$ cat src/rtl/dsp_mac_seq_if.sv
// Job, operand-read and DSP48A1 control bundle for dsp_mac_seq.
// The abort input exists only when DSP_MAC_SEQ_ABORT_EN is defined.
interface dsp_mac_seq_if #(
    parameter int LEN_W = 8,
    parameter int P_W   = 48
);
    logic             start;
    logic [LEN_W-1:0] len;
    logic             b_cascade;
    logic             busy;
    logic             done;
    logic             rd_en;
    logic [LEN_W-1:0] rd_addr;
    logic [7:0]       opmode;
    logic             ce;
    logic             rstp;
    logic             b_sel;
    logic [P_W-1:0]   p_in;
    logic [P_W-1:0]   result;
`ifdef DSP_MAC_SEQ_ABORT_EN
    logic             abort;
`endif

    modport slave (
`ifdef DSP_MAC_SEQ_ABORT_EN
        input  abort,
`endif
        input  start, len, b_cascade, p_in,
        output busy, done, rd_en, rd_addr, opmode, ce, rstp, b_sel, result
    );

    modport master (
`ifdef DSP_MAC_SEQ_ABORT_EN
        output abort,
`endif
        output start, len, b_cascade, p_in,
        input  busy, done, rd_en, rd_addr, opmode, ce, rstp, b_sel, result
    );
endinterface

$ cat src/rtl/dsp_mac_seq.sv
// N-beat multiply-accumulate sequencer for one DSP48A1 slice; optional abort via DSP_MAC_SEQ_ABORT_EN.
// state | meaning
// IDLE  | waiting for start
// CLEAR | reset slice P register
// ISSUE | one operand read per cycle, addr 0..len-1
// DRAIN | let the slice pipeline empty, capture P on the last cycle
// DONE  | one-cycle done pulse
module dsp_mac_seq #(
    parameter int LEN_W   = 8,
    parameter int OPM_DLY = 2,
    parameter int P_LAT   = 1,
    parameter int P_W     = 48
) (
    input logic         clk,
    input logic         rst,
    dsp_mac_seq_if.slave bus
);
    localparam int DRAIN_N = OPM_DLY + P_LAT;
    localparam int CNT_W   = $clog2(DRAIN_N) + 1;

    typedef enum logic [2:0] {S_IDLE, S_CLEAR, S_ISSUE, S_DRAIN, S_DONE} state_t;

    state_t             state_q, state_d;
    logic [LEN_W-1:0]   len_q, len_d;
    logic               bcas_q, bcas_d;
    logic [LEN_W-1:0]   addr_q, addr_d;
    logic [CNT_W-1:0]   cnt_q, cnt_d;
    logic [OPM_DLY-1:0] dly_q, dly_d;
    logic [P_W-1:0]     result_q, result_d;
    logic               busy_q, busy_d;
    logic               done_q, done_d;
    logic               rd_en_q, rd_en_d;
    logic               ce_q, ce_d;
    logic               rstp_q, rstp_d;
    logic               b_sel_q, b_sel_d;
    logic [7:0]         opmode_q, opmode_d;
    logic               abort_rstp;

    always_comb begin
        state_d    = state_q;
        len_d      = len_q;
        bcas_d     = bcas_q;
        addr_d     = addr_q;
        cnt_d      = cnt_q;
        result_d   = result_q;
        abort_rstp = 1'b0;

        // dly_q[k] holds rd_en from k+1 cycles ago
        dly_d[0] = rd_en_q;
        for (int i = 1; i < OPM_DLY; i++) begin
            dly_d[i] = dly_q[i-1];
        end

        case (state_q)
            S_IDLE: begin
                if (bus.start) begin
                    bcas_d = bus.b_cascade;
                    addr_d = '0;
                    if (bus.len != '0) begin
                        len_d   = bus.len;
                        state_d = S_CLEAR;
                    end else begin
                        result_d = '0;
                        state_d  = S_DONE;
                    end
                end
            end
            S_CLEAR: begin
                addr_d  = '0;
                state_d = S_ISSUE;
            end
            S_ISSUE: begin
                if (addr_q == len_q - LEN_W'(1)) begin
                    cnt_d   = CNT_W'(DRAIN_N - 1);
                    state_d = S_DRAIN;
                end else begin
                    addr_d = addr_q + LEN_W'(1);
                end
            end
            S_DRAIN: begin
                if (cnt_q == '0) begin
                    result_d = bus.p_in;
                    state_d  = S_DONE;
                end else begin
                    cnt_d = cnt_q - CNT_W'(1);
                end
            end
            S_DONE:  state_d = S_IDLE;
            default: state_d = S_IDLE;
        endcase

`ifdef DSP_MAC_SEQ_ABORT_EN
        if (bus.abort && (state_q == S_CLEAR || state_q == S_ISSUE || state_q == S_DRAIN)) begin
            state_d    = S_IDLE;
            result_d   = result_q;
            dly_d      = '0;
            abort_rstp = 1'b1;
        end
`endif

        // outputs are registered, so decode them from the next state
        busy_d   = (state_d != S_IDLE);
        done_d   = (state_d == S_DONE);
        rd_en_d  = (state_d == S_ISSUE);
        ce_d     = (state_d == S_CLEAR) || (state_d == S_ISSUE) || (state_d == S_DRAIN);
        rstp_d   = (state_d == S_CLEAR) || abort_rstp;
        b_sel_d  = busy_d ? bcas_d : 1'b0;
        opmode_d = busy_d ? (dly_d[OPM_DLY-1] ? 8'h09 : 8'h08) : 8'h00;
    end

    always_ff @(posedge clk) begin
        if (rst) begin
            state_q  <= S_IDLE;
            len_q    <= '0;
            bcas_q   <= 1'b0;
            addr_q   <= '0;
            cnt_q    <= '0;
            dly_q    <= '0;
            result_q <= '0;
            busy_q   <= 1'b0;
            done_q   <= 1'b0;
            rd_en_q  <= 1'b0;
            ce_q     <= 1'b0;
            rstp_q   <= 1'b0;
            b_sel_q  <= 1'b0;
            opmode_q <= 8'h00;
        end else begin
            state_q  <= state_d;
            len_q    <= len_d;
            bcas_q   <= bcas_d;
            addr_q   <= addr_d;
            cnt_q    <= cnt_d;
            dly_q    <= dly_d;
            result_q <= result_d;
            busy_q   <= busy_d;
            done_q   <= done_d;
            rd_en_q  <= rd_en_d;
            ce_q     <= ce_d;
            rstp_q   <= rstp_d;
            b_sel_q  <= b_sel_d;
            opmode_q <= opmode_d;
        end
    end

    assign bus.busy    = busy_q;
    assign bus.done    = done_q;
    assign bus.rd_en   = rd_en_q;
    assign bus.rd_addr = addr_q;
    assign bus.opmode  = opmode_q;
    assign bus.ce      = ce_q;
    assign bus.rstp    = rstp_q;
    assign bus.b_sel   = b_sel_q;
    assign bus.result  = result_q;
endmodule

$ cat src/flat_wrapper.sv
// flat-port wrapper written by rule: the top's interface ports become plain ports
module dsp_mac_seq_flat 
#(
    parameter int LEN_W   = 8,
    parameter int OPM_DLY = 2,
    parameter int P_LAT   = 1,
    parameter int P_W     = 48
)
  (clk, rst, bus_start, bus_len, bus_b_cascade, bus_p_in, bus_busy, bus_done, bus_rd_en, bus_rd_addr, bus_opmode, bus_ce, bus_rstp, bus_b_sel, bus_result);
  dsp_mac_seq_if #(.LEN_W(LEN_W), .P_W(P_W)) bus_i ();
  input logic clk;
  input logic rst;
  input wire logic [$bits(bus_i.start)-1:0] bus_start;
  input wire logic [$bits(bus_i.len)-1:0] bus_len;
  input wire logic [$bits(bus_i.b_cascade)-1:0] bus_b_cascade;
  input wire logic [$bits(bus_i.p_in)-1:0] bus_p_in;
  output wire logic [$bits(bus_i.busy)-1:0] bus_busy;
  output wire logic [$bits(bus_i.done)-1:0] bus_done;
  output wire logic [$bits(bus_i.rd_en)-1:0] bus_rd_en;
  output wire logic [$bits(bus_i.rd_addr)-1:0] bus_rd_addr;
  output wire logic [$bits(bus_i.opmode)-1:0] bus_opmode;
  output wire logic [$bits(bus_i.ce)-1:0] bus_ce;
  output wire logic [$bits(bus_i.rstp)-1:0] bus_rstp;
  output wire logic [$bits(bus_i.b_sel)-1:0] bus_b_sel;
  output wire logic [$bits(bus_i.result)-1:0] bus_result;
  assign bus_i.start = bus_start;
  assign bus_i.len = bus_len;
  assign bus_i.b_cascade = bus_b_cascade;
  assign bus_i.p_in = bus_p_in;
  assign bus_busy = bus_i.busy;
  assign bus_done = bus_i.done;
  assign bus_rd_en = bus_i.rd_en;
  assign bus_rd_addr = bus_i.rd_addr;
  assign bus_opmode = bus_i.opmode;
  assign bus_ce = bus_i.ce;
  assign bus_rstp = bus_i.rstp;
  assign bus_b_sel = bus_i.b_sel;
  assign bus_result = bus_i.result;
  dsp_mac_seq #(.LEN_W(LEN_W), .OPM_DLY(OPM_DLY), .P_LAT(P_LAT), .P_W(P_W)) u_core (.clk(clk), .rst(rst), .bus(bus_i));
endmodule
$ cat config.mk
export PLATFORM = sky130hd
export DESIGN_NAME = dsp_mac_seq_flat
export DESIGN_NICKNAME = d
export VERILOG_FILES = /design/src/rtl/dsp_mac_seq_if.sv /design/src/rtl/dsp_mac_seq.sv /design/src/flat_wrapper.sv
export SDC_FILE = /design/constraint.sdc
export NUM_CORES = 1
export LEC_CHECK = 0
export CORE_UTILIZATION = 39
export CTS_CLUSTER_SIZE = 28
export DETAILED_ROUTE_END_ITERATION = 10
export GPL_TIMING_DRIVEN = 0
export PLACE_DENSITY = 0.82
export SYNTH_ARGS = -nofsm -noshare
export SYNTH_HDL_FRONTEND = slang
export SYNTH_SLANG_ARGS = --single-unit
export TNS_END_PERCENT = 1
$ cat constraint.sdc
create_clock -name clk -period 2.1 [get_ports clk]
set_input_delay 0.315 -clock clk [delete_from_list [all_inputs] [get_ports clk]]
set_output_delay 0.315 -clock clk [all_outputs]
set_load 0.005 [all_outputs]
# After elaboration in Yosys (flattened, before gate mapping)
# Index checks and enable logic that the tools add are counted.
[classes] addsub=3 eq_ne=14 n_reduce_logical=14 mux=18 bitwise_logic=1
[op_table] op="$mux 48" count=3
[op_table] op="$pmux 48 s2" count=1
[op_table] op="$pmux 8 s3" count=1
[op_table] op="$mux 3" count=6
[op_table] op="$mux 8" count=2
[op_table] op="$eq 3x2->1 const B" count=4
[op_table] op="$pmux 3 s4" count=1
[op_table] op="$reduce_and 3->1" count=3
[op_table] op="$add 8x1->8 const B" count=1
[op_table] op="$eq 8x8->1" count=1
[op_table] op="$ne 2x2->1 const B" count=4
[op_table] op="$reduce_bool 8->1" count=1
[op_table] op="$sub 8x1->8 const B" count=1
[op_table] op="$eq 3x1->1 const B" count=2
[op_table] op="$logic_not 3->1" count=2
[op_table] op="$pmux 3 s2" count=1
[op_table] op="$reduce_bool 3->1" count=2
[op_table] op="$ne 2x1->1 const B" count=2
[op_table] op="$reduce_and 4->1" count=1
[op_table] op="$reduce_bool 2->1" count=2
[op_table] op="$eq 3x3->1 const B" count=1
[op_table] op="$mux 1" count=3
[op_table] op="$sub 3x1->3 const B" count=1
[op_table] op="$logic_or 1x1->1" count=2
[op_table] op="2 further kinds" count=2
[word_totals] ff_bits=86 in_bits=60

# Logic depth before layout (Yosys ltp)
# Gate-level depths: netlist of run 1.
[depth] ltp_word=7 mapped_depth=8 mapped_depth_nobuf=8

# Worst setup path before layout of run 1
# OpenSTA, ideal clock, no wires.
[synth_path] kind="register to register" from="register u_core.len_q[0]" to="register u_core.addr_q[7], in the netlist u_core.bus.rd_addr[7]" path_slack_ps=30 path_buffers=0 required_time_ps=2027 arrival_ps=1997 synth_period_minus_slack_ps=2070 path_stages_with_launch=9 cell_sequence="dfxtp_1 inv_1 ha_1 xor2_1 a21oi_1 o22ai_1 o31ai_2 or4_1 a21oi_1"
[synth_between] elab_chain_len=4
[synth_lines] item="from (decl)" line_no="dsp_mac_seq.sv:24" text="logic [LEN_W-1:0] len_q, len_d;"
[synth_lines] item="from (signal assigned)" line_no="dsp_mac_seq.sv:129" text="len_q <= len_d;"
[synth_lines] item="$sub 8x1->8" line_no="dsp_mac_seq.sv:73" text="if (addr_q == len_q - LEN_W'(1)) begin"
[synth_lines] item="$eq 8x8->1" line_no="dsp_mac_seq.sv:73"
[synth_lines] item="$ne 2x2->1 (no source line)"
[synth_lines] item="$reduce_and 3->1 (no source line)"
[synth_lines] item="to (signal assigned)" line_no="dsp_mac_seq.sv:131" text="addr_q <= addr_d;"
[synth_lines] item="to (decl)" line_no="dsp_mac_seq.sv:26" text="logic [LEN_W-1:0] addr_q, addr_d;"
# Every way passes these cells.
# A chain may end at the register's enable or synchronous reset.

# Worst setup path after layout of run 1
[layout_path] from="register u_core.len_q[0]" to="register u_core.addr_q[5], in the netlist u_core.bus.rd_addr[5]"
# Same word-level chain as after synthesis.

==> impl_summary.md, run 1 <==
GRT
The first global-routing pass estimated 15700 µm of wire. The busiest layer in global routing is met2. The number of antenna violations at the first check in global routing was 0. The pin count of the biggest net entering global routing is 15. The sum of overflow across all layers after global routing is 0.

The all-layer global routing usage is 0.225. The number of global-route vias before repair is 3300. For this run, global-route usage on met1 was measured as 0.255. In the global route stage, met3 resource usage came out at 0.0700. For this run, global-route usage on met2 was measured as 0.385.

Route
The number of iterations in the first detailed-routing pass is 4. After detailed routing, the average wire length per cell comes to 15.3 µm. The total number of vias is 3446. The aggregate routed wire length is 10100 µm.

The remaining antenna violation count after routing is 0. In the routed layout, each cell is associated on average with a via count of 5.23. The starting DRC count in detailed routing is 145. The number of DRC violations after detailed routing is 0.

Synthesis
The fraction of synthesis flops using an asynchronous set or reset pin is 0. By area the synthesized netlist is led by sky130_fd_sc_hd__dfxtp_1 (48%), sky130_fd_sc_hd__a21oi_1 (9.4%), sky130_fd_sc_hd__nand3_1 (7.6%). The most instantiated library cell after synthesis is sky130_fd_sc_hd__dfxtp_1. By count the netlist is led by sky130_fd_sc_hd__dfxtp_1 (80), sky130_fd_sc_hd__nand2_1 (67), sky130_fd_sc_hd__a21oi_1 (63), sky130_fd_sc_hd__nand3_1 (51), sky130_fd_sc_hd__clkbuf_1 (20). Each instance of the synthesized netlist takes up on average 8.28 µm².

The share of the Yosys chip area taken by registers is 0.480. The synthesized netlist cell count is 403. The cell area that synthesis handed to floorplanning was 0.00334 mm². The count of state elements after synthesis is 80. The fraction of post-synthesis cell area in the top cell type by area is 0.480. Summed over all instances, the cell type with the most area after synthesis is sky130_fd_sc_hd__dfxtp_1. The warning count from the yosys run is 0. The count of flip-flops with a built-in enable after synthesis is 0. The most used flip-flop cell after synthesis is sky130_fd_sc_hd__dfxtp_1. In this run, distinct cell masters in the synthesized netlist total 47.

Placement
The number of cells after detailed placement is 635. During placement, the flow inserted port buffers numbering 122. After detailed placement, the total cell area comes to ~0.0047 mm². Routability-driven placement finished with a final weighted congestion of 0.821.

Detailed placement finished with a half-perimeter wire length of 6890 µm.

Pwr
The worst supply voltage drop on vdd is 0.532 mV. The design internal power is about 2.6 mW. The static leakage is 1.80 nW. The power density over the cells is 654 mW/mm². The share of total power dissipated in sequential elements is 0.463. The clock group share of total power is 0.398. The analysis attributes to net switching a power of 832 µW. The switching share of power is 0.243. The relative contribution of combinational cells to total power is 0.139.

Worst setup path
Walking the worst path, the cells encountered are inv_1 > ha_4 > xor2_2 > a21oi_1 > o22ai_2 > o31ai_4 > or4_1 > a21oi_1. The data required time of the critical path is 2.36 ns. The critical path in this run is classified as flip-flop to flip-flop. For this run, the slowest stage of the critical path takes 0.56 ns. Grouping stages by cell kind, the critical path spends the most delay in compound AO/OA/AOI/OAI gates. Counting both buffers and inverters, the worst setup path holds a total of 1. In this run the worst path has a maximum fanout of 10.

The most frequent cell on the critical path is sky130_fd_sc_hd__a21oi_1. The startpoint class of the critical path is a flip-flop. Among all stages on the critical path, the largest delay is contributed by sky130_fd_sc_hd__or4_1.

The data arrival time at the worst-slack endpoint is 2.39 ns. The endpoint type of the worst setup path is a flip-flop.

STA
Headroom to the max-slew limit came out at 0.435. On the final layout, the worst hold slack is 0.379 ns. The final setup skew is 0.0101 ns. After layout, the minimum clock period comes to around 2.1 ns. The number of max-slew violations in the final report is 0. Once routing completed, OpenROAD measured the worst setup slack at -0.0297 ns. The final hold violation count is 0. The achievable frequency is between 400 and 500 MHz. The share of the clock period used by the worst path after layout is 1.01. Setup violations remaining at the end of the flow were counted as 1. The slew of the pin with the lowest slew margin is around 0.84 ns. Setup repair after global routing could not meet its margin everywhere.

Run status
The flow ran to the end, but the final reports show violations. The final reports fail on setup timing.

Floorplanning
The chip width is ~95 µm. 130 I/O pins were placed. The floorplan step set the die height to 94.5 µm. The floorplan step defined a core boundary enclosing 0.00826 mm².

The floorplan step defined a die boundary enclosing approximately 0.0089 mm². The initial utilization of the core area, before any placement, comes to 0.404. The number of core rows is 33.

Finish
The end-of-flow core utilization is 0.633. The count of non-filler cells in the finished layout is 659. The finished cells cover roughly 0.0052 mm². The post-layout net count is 613. Of the cells placed in the final design, the portion with a size suffix greater than 1 is 0.146.

The area growth from synthesis to layout is 56.7%. The number of inserted diodes is 0.

CTS
The H-tree depth is 3. The master cell of the clock root buffer is sky130_fd_sc_hd__clkbuf_8. The clock latency reported for the late side of the worst-skew pair is 0.35 ns. The tree built by TritonCTS fans out to 80 sinks. The number of hold buffers added after CTS was 0. Clock-pin slew was measured on the worst setup and hold paths at 0.09 ns. The maximum root-to-sink buffer count is 2. TritonCTS built the clock tree.

The CTS buffer count is 9.

Hold path
The worst hold-check path type is input pin to flip-flop.

Job
The max-capacitance violation count is 0.
[flip-flops by register name, summed over array words and instances (netlist names)]
signal	count
u_core.bus.done	1
u_core.dly_q	1
u_core.bus.rstp	1
u_core.bcas_q	1
u_core.bus.opmode	2
u_core.len_q	8
u_core.bus.busy	1
u_core.bus.b_sel	1
u_core.bus.ce	1
u_core.bus.result	48
u_core.bus.rd_en	1
u_core.cnt_q	3
u_core.state_q	3
u_core.bus.rd_addr	8
[logic make-up (layout without fill, tap and decap cells)]
kind of cell               count (synthesis)  after routing  share of synthesized area
buffers and inverters                     44            190                     0.0596
other                                      1              6                    0.00112
xor gates and xnor gates                  13             13                     0.0341
and+or+nand+nor                          170            170                      0.245
muxes                                      1              1                    0.00300
adders and majority gates                  4              4                     0.0150
DFF                                       80             80                      0.480
AOI/OAI and AO/OA                         90             90                      0.162
[final timing paths]
kind	depth (start not counted)	end	startpoint	slack, ns
max reg2reg	8	u_core.bus.rd_addr[5]$_SDFFE_PP0P_	u_core.len_q[0]$_SDFFE_PP0P_	-0.03
min reg2reg	1	u_core.bus.opmode[0]$_SDFF_PP0_	u_core.dly_q[0]$_SDFF_PP0_	0.43
max	8	u_core.bus.rd_addr[5]$_SDFFE_PP0P_	u_core.len_q[0]$_SDFFE_PP0P_	-0.03
min	3	u_core.len_q[2]$_SDFFE_PP0P_	bus_len[2]	0.38
[power by group through the flow]
stage	Combinational [mW]	Sequential [mW]	Clock [mW]
after floorplan	0.205	1.61	0
after global placement	0.388	1.61	0
after detailed placement	0.400	1.62	0
after CTS	0.449	1.58	1.39
after global routing	0.515	1.59	1.44
final	0.475	1.58	1.36
[per-stage QoR]
stage / setup WS, ns / TNS (ns) / power (mW)
after floorplan: 0.0297 / 0 / 1.82
after global placement: -0.770 / -35.49 / 2.00
after detailed placement: -0.822 / -38.27 / 2.02
after CTS: -0.00463 / -0.00463 / 3.42
after global routing: -0.102 / -0.482 / 3.55
final: -0.0297 / -0.0297 / 3.42
[worst min-delay path, delay by kind of cell]
family | cells | cell delay, ns
buffers and inverters | 1 | 0.26
AO/OA/AOI/OAI | 1 | 0.05
AND/OR/NAND/NOR | 1 | 0.06
[timing repair]
action | in CTS | in global routing
setup endpoints to repair | 60 | 61
pin swaps | 10 | 9
gates cloned | 2 | 0
setup buffers | 7 | 0
resized for setup | 49 | 17
[layer usage]
layer	wire length, µm	share of wire
met1	4030	0.40
met2	5080	0.50
met3	702	0.070
met4	266	0.026
met5	0	0
[cell type report]
class | count | area, µm²
Clock buffer | 9 | 124
Sequential cell | 80 | 1610
Multi-Input combinational cell | 284 | 1700
Inverter | 11 | 41.3
Clock inverter | 7 | 119
Tap cell | 105 | 131
Timing Repair Buffer | 131 | 1300
Fill cell | 682 | 3030
Buffer | 32 | 201
[cell usage in the layout (no fill, tap or decap), types with 3 or more instances in the layout]
master                            count
sky130_fd_sc_hd__conb_1               6
sky130_fd_sc_hd__xor2_1               5
sky130_fd_sc_hd__o21ai_0              7
sky130_fd_sc_hd__nand3_1             51
sky130_fd_sc_hd__nand2_1             67
sky130_fd_sc_hd__clkbuf_1            14
sky130_fd_sc_hd__nor2b_1              3
sky130_fd_sc_hd__dfxtp_2              4
sky130_fd_sc_hd__dfxtp_1             74
sky130_fd_sc_hd__buf_6                6
sky130_fd_sc_hd__clkbuf_8             9
sky130_fd_sc_hd__bufinv_16            3
sky130_fd_sc_hd__buf_4               16
sky130_fd_sc_hd__ha_1                 3
sky130_fd_sc_hd__nor3_1               7
sky130_fd_sc_hd__xnor2_1              6
sky130_fd_sc_hd__inv_1                9
sky130_fd_sc_hd__a21oi_1             59
sky130_fd_sc_hd__nor2_1              14
sky130_fd_sc_hd__or3_1                3
sky130_fd_sc_hd__a21oi_2              4
sky130_fd_sc_hd__clkdlybuf4s50_1    119
sky130_fd_sc_hd__dlygate4sd2_1        3
(Power assumes the default switching activity.)
==> run 2: changes to the inputs <==
--- a/config.mk
+++ b/config.mk
@@ -5,11 +5,11 @@
 export SDC_FILE = /design/constraint.sdc
 export NUM_CORES = 1
 export LEC_CHECK = 0
-export CORE_UTILIZATION = 39
+export CORE_UTILIZATION = 29
 export CTS_CLUSTER_SIZE = 28
 export DETAILED_ROUTE_END_ITERATION = 10
 export GPL_TIMING_DRIVEN = 0
-export PLACE_DENSITY = 0.82
+export PLACE_DENSITY = 0.65
 export SYNTH_ARGS = -nofsm -noshare
 export SYNTH_HDL_FRONTEND = slang
 export SYNTH_SLANG_ARGS = --single-unit
==> run 2 against run 1 <==
- the flow now finishes without violations
- utilization is 16 points lower
- hold slack improved by 0.049 ns
- sequential cell count did not move
- sequential power about the same
- worst setup slack improved by 0.042 ns
- combinational power decreased by 6.9%
- register-to-register slack improved by 0.05 ns
- clock skew is 0.0035 ns lower
- cell count up 4.6%
- count of clock-buffer cells in the layout did not move
- total power increased by 4.4%
==> impl_summary.md, run 2 (synthesis results as in run 1) <==
STA
The worst pin sits at a relative slew slack of 0.453. The final count of negative-setup-slack endpoints is 0. The share of the clock period used by the worst path after layout is 0.994.

The number of max-slew violations in the final report is 0. Across the routed clock network, the largest skew measured is 0.00659 ns. The shortest period the worst path allows is between 2 and 2.5 ns. The final hold violation count was 0. The achievable frequency is 479 MHz. Setup repair after global routing could not meet its margin everywhere.

At the pin with the least slew margin, the transition time is 0.812 ns. Setup total negative slack on the finished layout was measured at 0 ns.

Pwr
The switching share of power is 0.244. The analysis attributes to net switching a power of 869 µW. The static leakage is 1.78 nW. The worst supply voltage drop on vdd is 0.357 mV.

The internal power of the cells totals ~2.7 mW. Of the total power, registers draw 0.443. Of the total power, the clock network draws 0.433.

Of the total power, combinational logic draws 0.124. The power density over the cells is 679 mW/mm².

Hold path
The worst hold-check path type is flip-flop to flip-flop. Along the worst hold path, the cell count comes to 1.

Finish
The area growth from synthesis to layout is 57.6%. The register with the most flip-flops in the layout has 48 of them. The post-layout net count is 608. The share of post-route cells with drive strength above 1 is 0.126. The finished layout holds 689 standard cells, fillers aside. The number of antenna diodes in the final layout is 0. The most common cell after layout, fill and taps aside is sky130_fd_sc_hd__clkdlybuf4s50_1. The library cells used most frequently in the layout, excluding fill and tap cells, are sky130_fd_sc_hd__clkdlybuf4s50_1 (122), sky130_fd_sc_hd__dfxtp_1 (77), sky130_fd_sc_hd__nand2_1 (67), sky130_fd_sc_hd__a21oi_1 (58), sky130_fd_sc_hd__nand3_1 (51).

CTS
The clock passes through at most 2 buffers. For the worst-skew pair, the clock arrives at the later sink with an insertion delay of about 0.33 ns. The cell sitting at the root of the clock tree is a sky130_fd_sc_hd__clkbuf_16. TritonCTS built the clock tree.

Hold repair after CTS inserted 0 buffers. The total number of clock tree sinks is 80. The CTS clock-pin slew for the worst setup and hold paths is 0.06 ns. Clock tree synthesis inserted a total of 9 buffers. The H-tree depth is 3.

Worst setup path
The worst setup path is captured at a flip-flop. The data required time of the critical path is ~2.3 ns. The worst register-to-register path has a depth of 6.

The worst setup path is launched from an input pin. The data arrival time at the worst-slack endpoint is 2.28 ns. The biggest fanout along the worst timing path is 10. The critical setup path kind is input pin to flip-flop.

Placement
The count of buffers inserted at the top-level ports is 122. At the end of routability-driven placement, the weighted congestion stood at 0.831. The half-perimeter wire length after detailed placement is 7040 µm. After detailed placement, the design holds a cell count of 670.

Floorplanning
For this configuration, the core starts out at a cell density of 0.303. The total die area is 0.0119 mm². Measured along the x axis, the die boundary spans 109 µm. In this run the vertical extent of the chip is 109 µm.

After floorplanning, the core was divided into 38 placement rows. In this run the standard cell core region covers ~0.011 mm². The number of primary I/O pins is 130.

GRT
Entering global routing, the biggest net connects 15 pins. The all-layer global routing usage is 0.167. For this run the aggregate overflow at the end of global routing stands at 0. The number of antenna violations at the first check in global routing came to 0. The number of global-route vias before repair is ~3200. The first-pass GRT wire length is 15400 µm.

Route
The number of iterations in the first detailed-routing pass is 5. The aggregate routed wire length is 9650 µm. The remaining antenna violation count after routing is 0. For this block, the initial DRC count from the detailed router was 122. The total number of vias is 3340.

The detail-routed via count per cell is 4.85. The number of DRC violations after detailed routing is 0. The final routed wire length divided by cell count is 14.0 µm.

Run status
The flow ran to the end, and the final reports show no timing, DRC or antenna violations.

Job
Across the run, the number of max-cap violations was 0.
[run 2: what timing repair did]
action                                  4_1_cts  5_1_grt
gates resized for setup                      40       15
buffers inserted                              4        0
endpoints found under the setup margin       60       71
pin swaps                                    13        6
[run 2: worst max-delay path, cell delays in order]
cell and delay (ns):
sky130_fd_sc_hd__clkdlybuf4s50_1 0.42, sky130_fd_sc_hd__or4_4 0.57, sky130_fd_sc_hd__nor2_4 0.15, sky130_fd_sc_hd__a22oi_2 0.09, sky130_fd_sc_hd__or3_4 0.39, sky130_fd_sc_hd__buf_4 0.19
sky130_fd_sc_hd__nand2_1 0.09, sky130_fd_sc_hd__a21oi_2 0.06
[run 2: cell type report]
| type | count | area [µm²] |
|---|---|---|
| Fill cell | 1073 | 5770 |
| Multi-Input combinational cell | 284 | 1670 |
| Sequential cell | 80 | 1610 |
| Timing Repair Buffer | 126 | 1250 |
| Clock buffer | 9 | 225 |
| Buffer | 32 | 214 |
| Tap cell | 140 | 175 |
| Clock inverter | 7 | 72.6 |
| Inverter | 11 | 41.3 |
[run 2: per-stage QoR]
stage                     total power, mW  setup WS, ns  instance area [µm²]   util  hold WS [ns]
after floorplan                      1.82        0.0297                 3360      -         0.406
after global placement               2.01        -0.840                 4750  0.431         0.411
after detailed placement             2.02        -0.852                 4750  0.431         0.416
after CTS                            3.61     -0.000994                 5230  0.474         0.430
after global routing                 3.73       -0.0976                 5260  0.477         0.440
final                                3.57        0.0120                 5260  0.477         0.428
[run 2: path summary, 6_finish.rpt]
path / slack (ns) / end / startpoint
min: 0.43 / u_core.bus.opmode[0]$_SDFF_PP0_ / u_core.dly_q[0]$_SDFF_PP0_
max: 0.01 / u_core.bus.result[1]$_SDFFE_PP0P_ / bus_len[0]
max reg2reg: 0.02 / u_core.bus.rd_addr[3]$_SDFFE_PP0P_ / u_core.len_q[0]$_SDFFE_PP0P_
min reg2reg: 0.43 / u_core.bus.opmode[0]$_SDFF_PP0_ / u_core.dly_q[0]$_SDFF_PP0_
[run 2: power by group through the flow]
stage          clock network, mW  logic [mW]  registers (mW)
2_1_floorplan                  0       0.205            1.61
3_3_place_gp                   0       0.395            1.61
3_5_place_dp                   0       0.401            1.62
4_1_cts                     1.59       0.441            1.58
5_1_grt                     1.66       0.484            1.59
6_report                    1.55       0.442            1.58
[run 2: metal layers]
| layer | track usage | wire length (µm) | vias up |
|---|---|---|---|
| met1 | 0.198 | 4180 | 1567 |
| met5 | 0 | 0 | - |
| met4 | 0.0390 | 85 | 0 |
| li1 | - | - | 1675 |
| met2 | 0.282 | 4740 | 90 |
| met3 | 0.0658 | 646 | 8 |
==> run 3: changes to the inputs <==
--- a/config.mk
+++ b/config.mk
@@ -5,6 +5,7 @@
 export SDC_FILE = /design/constraint.sdc
 export NUM_CORES = 1
 export LEC_CHECK = 0
+export CORE_MARGIN = 8
 export CORE_UTILIZATION = 29
 export CTS_CLUSTER_SIZE = 28
 export DETAILED_ROUTE_END_ITERATION = 10
==> run 3 against run 2 <==
- total power rose by 3.3%
- sequential cell count did not move
- largest cell class unchanged
- cell count rose by 1.6%
- highest routed layer unchanged
==> impl_summary.md, run 3 (synthesis results as in run 1) <==
Placement
The number of cells after detailed placement is 673. At the end of routability-driven placement, the weighted congestion stood at 0.783. Buffers placed on the I/O ports in this run total approximately 120. Once detailed placement completed, the half-perimeter wirelength came to 7870 µm.

Worst setup path
Data on the critical path arrives at its endpoint at 2.36 ns. The endpoint type of the worst setup path is a flip-flop. For the worst setup path, the data required time is 2.36 ns. The origin of the worst setup path is u_core.bus.rd_addr[5]$_SDFFE_PP0P_.

The critical setup path kind is flip-flop to flip-flop. The end of the critical path is u_core.bus.rd_addr[7]$_SDFFE_PP0P_. The number of cells on the worst reg-to-reg path is 6. The beginning of the worst register-to-register path is u_core.bus.rd_addr[5]$_SDFFE_PP0P_.

STA classifies the critical path startpoint as a flip-flop. In this run the register-to-register setup slack is ~0.0028 ns. The endpoint identified for the worst register-to-register timing path is u_core.bus.rd_addr[7]$_SDFFE_PP0P_. The biggest fanout along the worst timing path is 8.

STA
For the finished layout, the period the worst path requires is 2.10 ns. The minimum hold slack is approximately 0.26 ns. The accumulated negative setup slack is 0 ns. For the final database, setup skew stands at 0.00574 ns.

The number of max-slew violations in the final report is 0. The final count of negative-setup-slack endpoints is 0. The slew of the pin with the lowest slew margin is 0.769 ns. The worst pin sits at a relative slew slack of 0.482. The achievable frequency is ~480 MHz.

The final hold violation count is 0. Setup repair after global routing could not meet its margin everywhere. The share of the clock period used by the worst path after layout is 0.999.

GRT
The number of antenna violations at the first check in global routing was 0. The all-layer global routing usage is 0.142. The pin count of the biggest net entering global routing is 13. The first global-routing pass estimated 16800 µm of wire. The number of global-route vias before repair was 3226.

Global routing finished with a remaining overflow of 0.

Pwr
The static leakage is 1.92 nW. Summed over all nets, the switching power comes to 863 µW. Across the VDD grid, the largest voltage drop is 0.430 mV. The portion of total power attributed to sequential cells is 0.430. The design internal power is 2.83 mW.

The power density over the cells is a little under 700 mW/mm². Of the total power, the share spent switching nets is 0.234. The share of total power dissipated in the clock network is 0.437. The relative contribution of combinational cells to total power is 0.133.

CTS
The longest clock path from root to sink contains 2 buffers. For the worst-skew pair, the clock arrives at the later sink with an insertion delay of 0.34 ns. The master cell of the clock root buffer is sky130_fd_sc_hd__clkbuf_16. The CTS buffer count is 9. The number of buffers inserted for hold repair after clock tree synthesis is 0.

Clock-pin slew was measured on the worst setup and hold paths at 0.05 ns. TritonCTS built the clock tree. The H-tree was split into 3 levels. For this design, the sink count on the clock tree is 80.

Run status
The flow ran to the end, and the final reports show no timing, DRC or antenna violations.

Route
The number of DRC violations after detailed routing is 0. The starting DRC count in detailed routing is roughly 160. The aggregate routed wire length is 11000 µm. The count of nets left with antenna violations once routing finished came out at 0. The detailed router placed 3367 vias in this run. The first TritonRoute pass finished after 4 iterations. The detail-routed via count per cell is 4.81. The final routed wire length divided by cell count is 15.8 µm.

Hold path
The worst hold-check path type is input pin to flip-flop.

Floorplanning
Measured along the y axis, the die boundary spans 123 µm. The number of core rows is 39. The total die area is 0.0152 mm².

The initial utilization of the core area, before any placement, comes to 0.295. The core region is 0.0113 mm². The number of primary I/O pins is 130. The floorplan step set the die width to 123 µm.

Finish
The register with the most flip-flops in the layout has 48 of them. The share of post-route cells with drive strength above 1 is 0.147. The final layout contains 619 nets.

Compared with the post-synthesis result, the final layout area differs by 61.9%. The count of non-filler cells in the finished layout is 700. The top cell types in the final layout, fill and taps aside, are sky130_fd_sc_hd__clkdlybuf4s50_1 (114), sky130_fd_sc_hd__dfxtp_1 (73), sky130_fd_sc_hd__nand2_1 (67), sky130_fd_sc_hd__a21oi_1 (59), sky130_fd_sc_hd__nand3_1 (51). Leaving out fill and tap cells, the most frequent cell in the layout is sky130_fd_sc_hd__clkdlybuf4s50_1.

The number of antenna diodes in the final layout is 0.

Job
Across the run, the number of max-cap violations was 0.
==> run 3: final cells by class <==
type | instances | area (µm²)
clock buffers | 9 | 225
plain buffers | 32 | 210
fillers | 1061 | 5920
well taps | 143 | 179
repair buffers | 136 | 1350
clock inverters | 4 | 72.6
flip-flops and latches | 80 | 1610
inverters | 11 | 41.3
multi-input cells | 285 | 1720
==> run 3: worst min path at each step <==
stage                                           from                         endpoint  slack [ns]  depth (start not counted)
after floorplan           u_core.dly_q[0]$_SDFF_PP0_  u_core.bus.opmode[0]$_SDFF_PP0_        0.41                          1
after global placement    u_core.dly_q[0]$_SDFF_PP0_  u_core.bus.opmode[0]$_SDFF_PP0_        0.41                          1
after detailed placement  u_core.dly_q[0]$_SDFF_PP0_  u_core.bus.opmode[0]$_SDFF_PP0_        0.42                          1
after CTS                 u_core.dly_q[0]$_SDFF_PP0_  u_core.bus.opmode[0]$_SDFF_PP0_        0.43                          1
after global routing                      bus_len[6]     u_core.len_q[6]$_SDFFE_PP0P_        0.26                          3
final                                     bus_len[7]     u_core.len_q[7]$_SDFFE_PP0P_        0.26                          3
==> run 3: metal layers <==
metal	part of all wire	track usage
met1	0.40	0.159
met2	0.50	0.231
met3	0.086	0.0626
met4	0.016	0.0579
met5	0	0
==> run 3: worst max-delay path, stage by stage, from the launching register on <==
cell                       delay [ns]
sky130_fd_sc_hd__dfxtp_4         0.38
sky130_fd_sc_hd__and2b_1         0.22
sky130_fd_sc_hd__o2111a_2        0.29
sky130_fd_sc_hd__o31ai_4         0.34
sky130_fd_sc_hd__o31ai_4         0.13
sky130_fd_sc_hd__or4_1           0.51
sky130_fd_sc_hd__a21oi_1         0.15
==> run 3: power by group through the flow <==
stage / registers, mW / logic, mW / clock network [mW]
final: 1.59 / 0.491 / 1.61
after global routing: 1.59 / 0.532 / 1.72
after CTS: 1.58 / 0.443 / 1.65
after detailed placement: 1.62 / 0.403 / 0
after global placement: 1.61 / 0.397 / 0
after floorplan: 1.61 / 0.205 / 0
==> run 3: metrics by stage <==
stage          power [mW]  worst slack, ns  utilization  area (µm²)
5_1_grt              3.84          -0.0776        0.477        5400
2_1_floorplan        1.82           0.0297            -        3360
3_5_place_dp         2.02           -0.955        0.420        4760
3_3_place_gp         2.01           -0.875        0.420        4760
4_1_cts              3.68          -0.0647        0.464        5260
6_report             3.69          0.00277        0.477        5400
==> run 3: repair_timing <==
action | CTS | global route
pin swaps | 11 | 11
endpoints found under the setup margin | 60 | 69
resized for setup | 39 | 26
setup buffers | 10 | 4
gates cloned | 0 | 1
==> patch 1 (config.mk and constraints of run 3) <==
The 5 states of `state_t` get a Gray code encoding in 3 bits.
--- a/src/rtl/dsp_mac_seq.sv
+++ b/src/rtl/dsp_mac_seq.sv
@@ -18,7 +18,7 @@
     localparam int DRAIN_N = OPM_DLY + P_LAT;
     localparam int CNT_W   = $clog2(DRAIN_N) + 1;
 
-    typedef enum logic [2:0] {S_IDLE, S_CLEAR, S_ISSUE, S_DRAIN, S_DONE} state_t;
+    typedef enum logic [2:0] {S_IDLE = 3'b000, S_CLEAR = 3'b001, S_ISSUE = 3'b011, S_DRAIN = 3'b010, S_DONE = 3'b110} state_t;
 
     state_t             state_q, state_d;
     logic [LEN_W-1:0]   len_q, len_d;
Behaviour: same outputs for any inputs over 10 cycles, from zero or initial values and one cycle with rst high; not proved beyond that.
==> patch 1 against run 3 <==
Wire length up 0.98%. Final area down 3.2%. Clock power down 4%. Synthesized area up 0.41%. Sequential cell count unchanged. Total power up 8.3%. Setup slack better by 0.057 ns. Die area up 0.36%. Largest cell class unchanged. Largest power group is now registers.
==> patch 1: results (changes against run 3) <==
NetSw 1090 uW (+26%); Min Clock Period, post-route 2.04 ns (-0.0573 ns); largest cells by area after synthesis dfxtp_1 (48%), a21oi_1 (9.3%), nand3_1 (8.1%); peak fanout along the critical path 7 (-1); share of the synthesized area in the top cell type 47.8% (-0.20 points); Pleak 0.00182 uW (-5.4%); crit-path leading delay family simple AND/OR/NAND/NOR gates; vias per cell 4.93 (+2.5%); Cells after Synth 404 (+0.25%); CP max-delay cell dfxtp_4; HPWL after DPL 8.18 mm (+3.8%); WL final 11.1 mm (+0.98%); hold crit path type register to register; Post-synth top cells dfxtp_1 (80), a21oi_1 (62), nand2_1 (57); Fillers 1106 (+4.2%); register area share after synthesis 47.8% (-0.20 points); worst hold slack 0.424 ns (+0.165 ns); Unique masters post-synth 42 (-11%); run status finished clean; Clk Latency, worst-skew pair 0.33 ns; fraction of layout cells with a size suffix above 1 10.9% (-3.8 points); internal reg-to-reg setup slack 0.06 ns (+0.06 ns); critical path arrival 2.24 ns (-0.12 ns); vias in the first global route 3300 (+2.3%); critical path launch point u_core.len_q[0]; VDD IR max 0.325 mV (-24%); DP Worst Slack -0.693 ns (+0.262 ns); first-pass GRT wire length 17.1 mm (+1.9%); Final #Nets 610 (-1.5%); vias 3416 (+1.5%); ys async rst share 0% (unchanged); Placed Instances 675 (+0.30%); Total Routing Usage GR 14.3% (+0.11 points); initial drt markers 135 (-13%); Port-buffer cells 123 (+0.82%); reg2reg start u_core.len_q[0]; Cell Area, Placed 0.00478 sq mm (+0.50%); Final Skew 0.00581 ns (+0.0000711 ns); relative slew slack 38.4% (-9.8 points); slowest stage delay, CP 0.38 ns (-0.13 ns); GP Congestion 0.786 (+0.32%); min-delay src u_core.dly_q[0]
patch 1: logic make-up after synthesis:
family,count (synthesis),synth area share (%)
mux,8,2.39
flops,80,47.8
compound gates,88,14.3
other cells,1,0.112
fa+ha+maj,4,1.49
simple gates,170,25.3
buf+inv,44,6.27
xor+xnor,9,2.35
patch 1: area by class of cell:
cell class                      count  area, sq um  area share (%)
Sequential cell                    80         1610            30.7
Buffer                             33          193            3.69
Clock buffer                       12          246            4.71
Timing Repair Buffer              126         1270            24.4
Inverter                           11         41.3           0.790
Clock inverter                      3         42.5           0.814
Multi-Input combinational cell    285         1650            31.5
Tap cell                          143          179            3.42
patch 1: worst paths after layout:
path | end | cells past startpoint
min reg2reg | u_core.bus.opmode[0] | 1
max | u_core.bus.rd_en | 9
max reg2reg | u_core.bus.rd_en | 9
min | u_core.bus.opmode[0] | 1
patch 1: power by group through the flow:
stage / combinational (uW) / clock (uW) / sequential (uW)
3_5_place_dp: 731 / 0 / 1670
2_1_floorplan: 415 / 0 / 1660
3_3_place_gp: 715 / 0 / 1660
4_1_cts: 766 / 1600 / 1630
5_1_grt: 881 / 1660 / 1650
6_report: 802 / 1550 / 1640
patch 1: layer usage:
layer,routed length (microns),global-route usage (%),part of all wire [%]
met1,4680,16.7,42
met5,0,0,0
met2,5480,23.1,49
met4,165,7.37,1.5
met3,818,4.52,7.3
patch 1: timing repair:
action | in CTS | in global routing
pin swaps | 1 | 4
buffers inserted | 0 | 2
gates resized for setup | 14 | 32
endpoints found under the setup margin | 66 | 59
cloned | 0 | 1
hold buffers | 0 | 0
patch 1: per-stage QoR:
step / util [%] / total power, uW
floorplan: - / 2070
global placement: 42.0 / 2380
detailed placement: 42.0 / 2400
CTS: 45.0 / 4000
global route: 46.0 / 4190
finish: 46.0 / 3990
==> patch 2 (flow settings as in run 3) <==
Made on the original files. `P_LAT` is set to 1 in 2 places; all go to 2.
--- a/src/rtl/dsp_mac_seq.sv
+++ b/src/rtl/dsp_mac_seq.sv
@@ -8,7 +8,7 @@
 module dsp_mac_seq #(
     parameter int LEN_W   = 8,
     parameter int OPM_DLY = 2,
-    parameter int P_LAT   = 1,
+    parameter int P_LAT   = 2,
     parameter int P_W     = 48
 ) (
     input logic         clk,
--- a/src/flat_wrapper.sv
+++ b/src/flat_wrapper.sv
@@ -3,7 +3,7 @@
 #(
     parameter int LEN_W   = 8,
     parameter int OPM_DLY = 2,
-    parameter int P_LAT   = 1,
+    parameter int P_LAT   = 2,
     parameter int P_W     = 48
 )
   (clk, rst, bus_start, bus_len, bus_b_cascade, bus_p_in, bus_busy, bus_done, bus_rd_en, bus_rd_addr, bus_opmode, bus_ce, bus_rstp, bus_b_sel, bus_result);
Formal check against the unedited RTL: not equivalent (Yosys sat finds a counterexample within 10 cycles, from zero or initial values and one cycle with rst high).
==> patch 2 against run 3 <==
Clock skew grew 0.00085 ns. Critical endpoint unchanged. Global-route usage about the same. Total power grew 1.5%. Setup slack better by 0.024 ns. Synthesized area shrank 0.41%. Critical path type unchanged. Sequential cell count unchanged. Final area fell by 1.7%. Wire length decreased by 1.8%.
==> patch 2: results (changes against run 3) <==
run status finished clean; mux contribution to synthesized area 0.301% (+0.0012 points); GP Congestion 0.776 (-0.89%); WHS Endpoint u_core.len_q[6]; relative slew slack 55.8% (+7.6 points); Pleak 0.00187 uW (-2.8%); Total Routing Usage GR 14.1% (-0.045 points); Post-synth top cells dfxtp_1 (80), a21oi_1 (67), nand2_1 (65); vias 3311 (-1.7%); maximum number of pins on one net before global-route repair 14 (+1); initial drt markers 170 (+9.0%); HPWL after DPL 8.00 mm (+1.5%); critical path arrival 2.33 ns (-0.03 ns); fraction of layout cells with a size suffix above 1 12.8% (-1.9 points); internal reg-to-reg setup slack 0.03 ns (+0.02 ns); WL final 10.8 mm (-1.8%); CP max-delay cell nor4b_4; Synth Area in Compound Gates 16.3% (+0.14 points); peak fanout along the critical path 6 (-2); FF-to-FF path depth 7 (+1); average cell area after synthesis 8.35 sq um (+0.84%); Antenna diodes 0 (unchanged); worst hold slack 0.386 ns (+0.127 ns); Cell Area, Placed 0.00474 sq mm (-0.29%); vias in the first global route 3365 (+4.3%); slowest stage delay, CP 0.44 ns (-0.07 ns); reg2reg start u_core.len_q[0]; Unique masters post-synth 45 (-4.3%); Placed Instances 668 (-0.74%); Port-buffer cells 122 (unchanged); largest family of logic cells by synthesized area simple AND/OR/NAND/NOR gates; first-pass GRT wire length 17.0 mm (+1.6%); Final Skew 0.00659 ns (+0.000854 ns); fin cells 690 (-1.4%); VDD IR max 0.306 mV (-29%); Synth Area in Adders 1.51% (+0.0062 points); register area share after synthesis 48.2% (+0.20 points); Final #Nets 607 (-1.9%); min-delay src bus_len[6]
## patch 2: cell count changes in the layout (fill, tap and decap cells not counted), sizes merged, moves of 4 or more
cell          before  now
or3                5    9
inv               11    7
dlymetal6s2s       7    0
o31ai              5    1
xnor2              7    2
dlygate4sd2        1    7
a21oi             63   67
## patch 2: repair_timing
action,in CTS,in global routing
pin swaps,11,12
setup endpoints to repair,60,61
cloned,3,1
gates resized for setup,46,15
setup buffers,2,2
## patch 2: per-stage QoR
stage	util, %	total power, uW	worst slack (ns)
after global routing	46.9	3890	-0.0930
final	46.9	3740	0.0263
after CTS	46.3	3770	-0.000380
after global placement	41.9	1970	-0.624
after detailed placement	41.9	1980	-0.651
after floorplan	-	1780	0.113
## patch 2: layout make-up
class                      instances  area (sq um)
multi-input combinational        282          1640
clock buffer                       9           225
fill                            1127          6010
sequential                        80          1610
buffer                            33           229
timing repair buffer             130          1290
clock inverter                     6           109
tap                              143           179
inverter                           7          28.8
## patch 2: worst max-delay path by stage
stage               startpoint                     to  slack [ns]  cells after the start
3_5_place_dp        bus_len[3]   u_core.bus.result[5]       -0.65                      9
2_1_floorplan  u_core.len_q[0]  u_core.bus.rd_addr[6]        0.11                      9
3_3_place_gp        bus_len[3]  u_core.bus.result[47]       -0.62                      9
5_1_grt        u_core.len_q[1]  u_core.bus.rd_addr[0]       -0.09                      9
4_1_cts        u_core.len_q[0]  u_core.bus.rd_addr[6]     -0.0004                      9
6_report       u_core.len_q[0]  u_core.bus.rd_addr[7]        0.03                      7
## patch 2: cells by family after synthesis
family / count (synthesis)
AOI/OAI and AO/OA: 94
xor gates and xnor gates: 9
adders and majority gates: 4
buffers and inverters: 41
DFF: 80
muxes: 1
other: 1
and+or+nand+nor: 168
## patch 2: power by group
| part | internal, uW | leakage (uW) | switching (uW) |
|---|---|---|---|
| clock | 1150 | 0.000165 | 604 |
| sequential | 1550 | 0.000649 | 31.5 |
| combinational | 217 | 0.00106 | 191 |
## patch 2: worst max-delay path, delay by kind of cell (launching register included)
| family | cells | cell delay [ns] |
|---|---|---|
| buf+inv | 1 | 0.22 |
| simple gates | 2 | 0.82 |
| flops | 1 | 0.37 |
| compound gates | 4 | 0.60 |
## patch 2: metal layers
| metal | track usage, % | part of all wire (%) | up-vias |
|---|---|---|---|
| li1 | - | - | 1668 |
| met1 | 16.3 | 42 | 1551 |
| met2 | 23.6 | 49 | 90 |
| met3 | 5.30 | 8.6 | 2 |
| met4 | 4.97 | 0.57 | 0 |
| met5 | 0 | 0 | - |
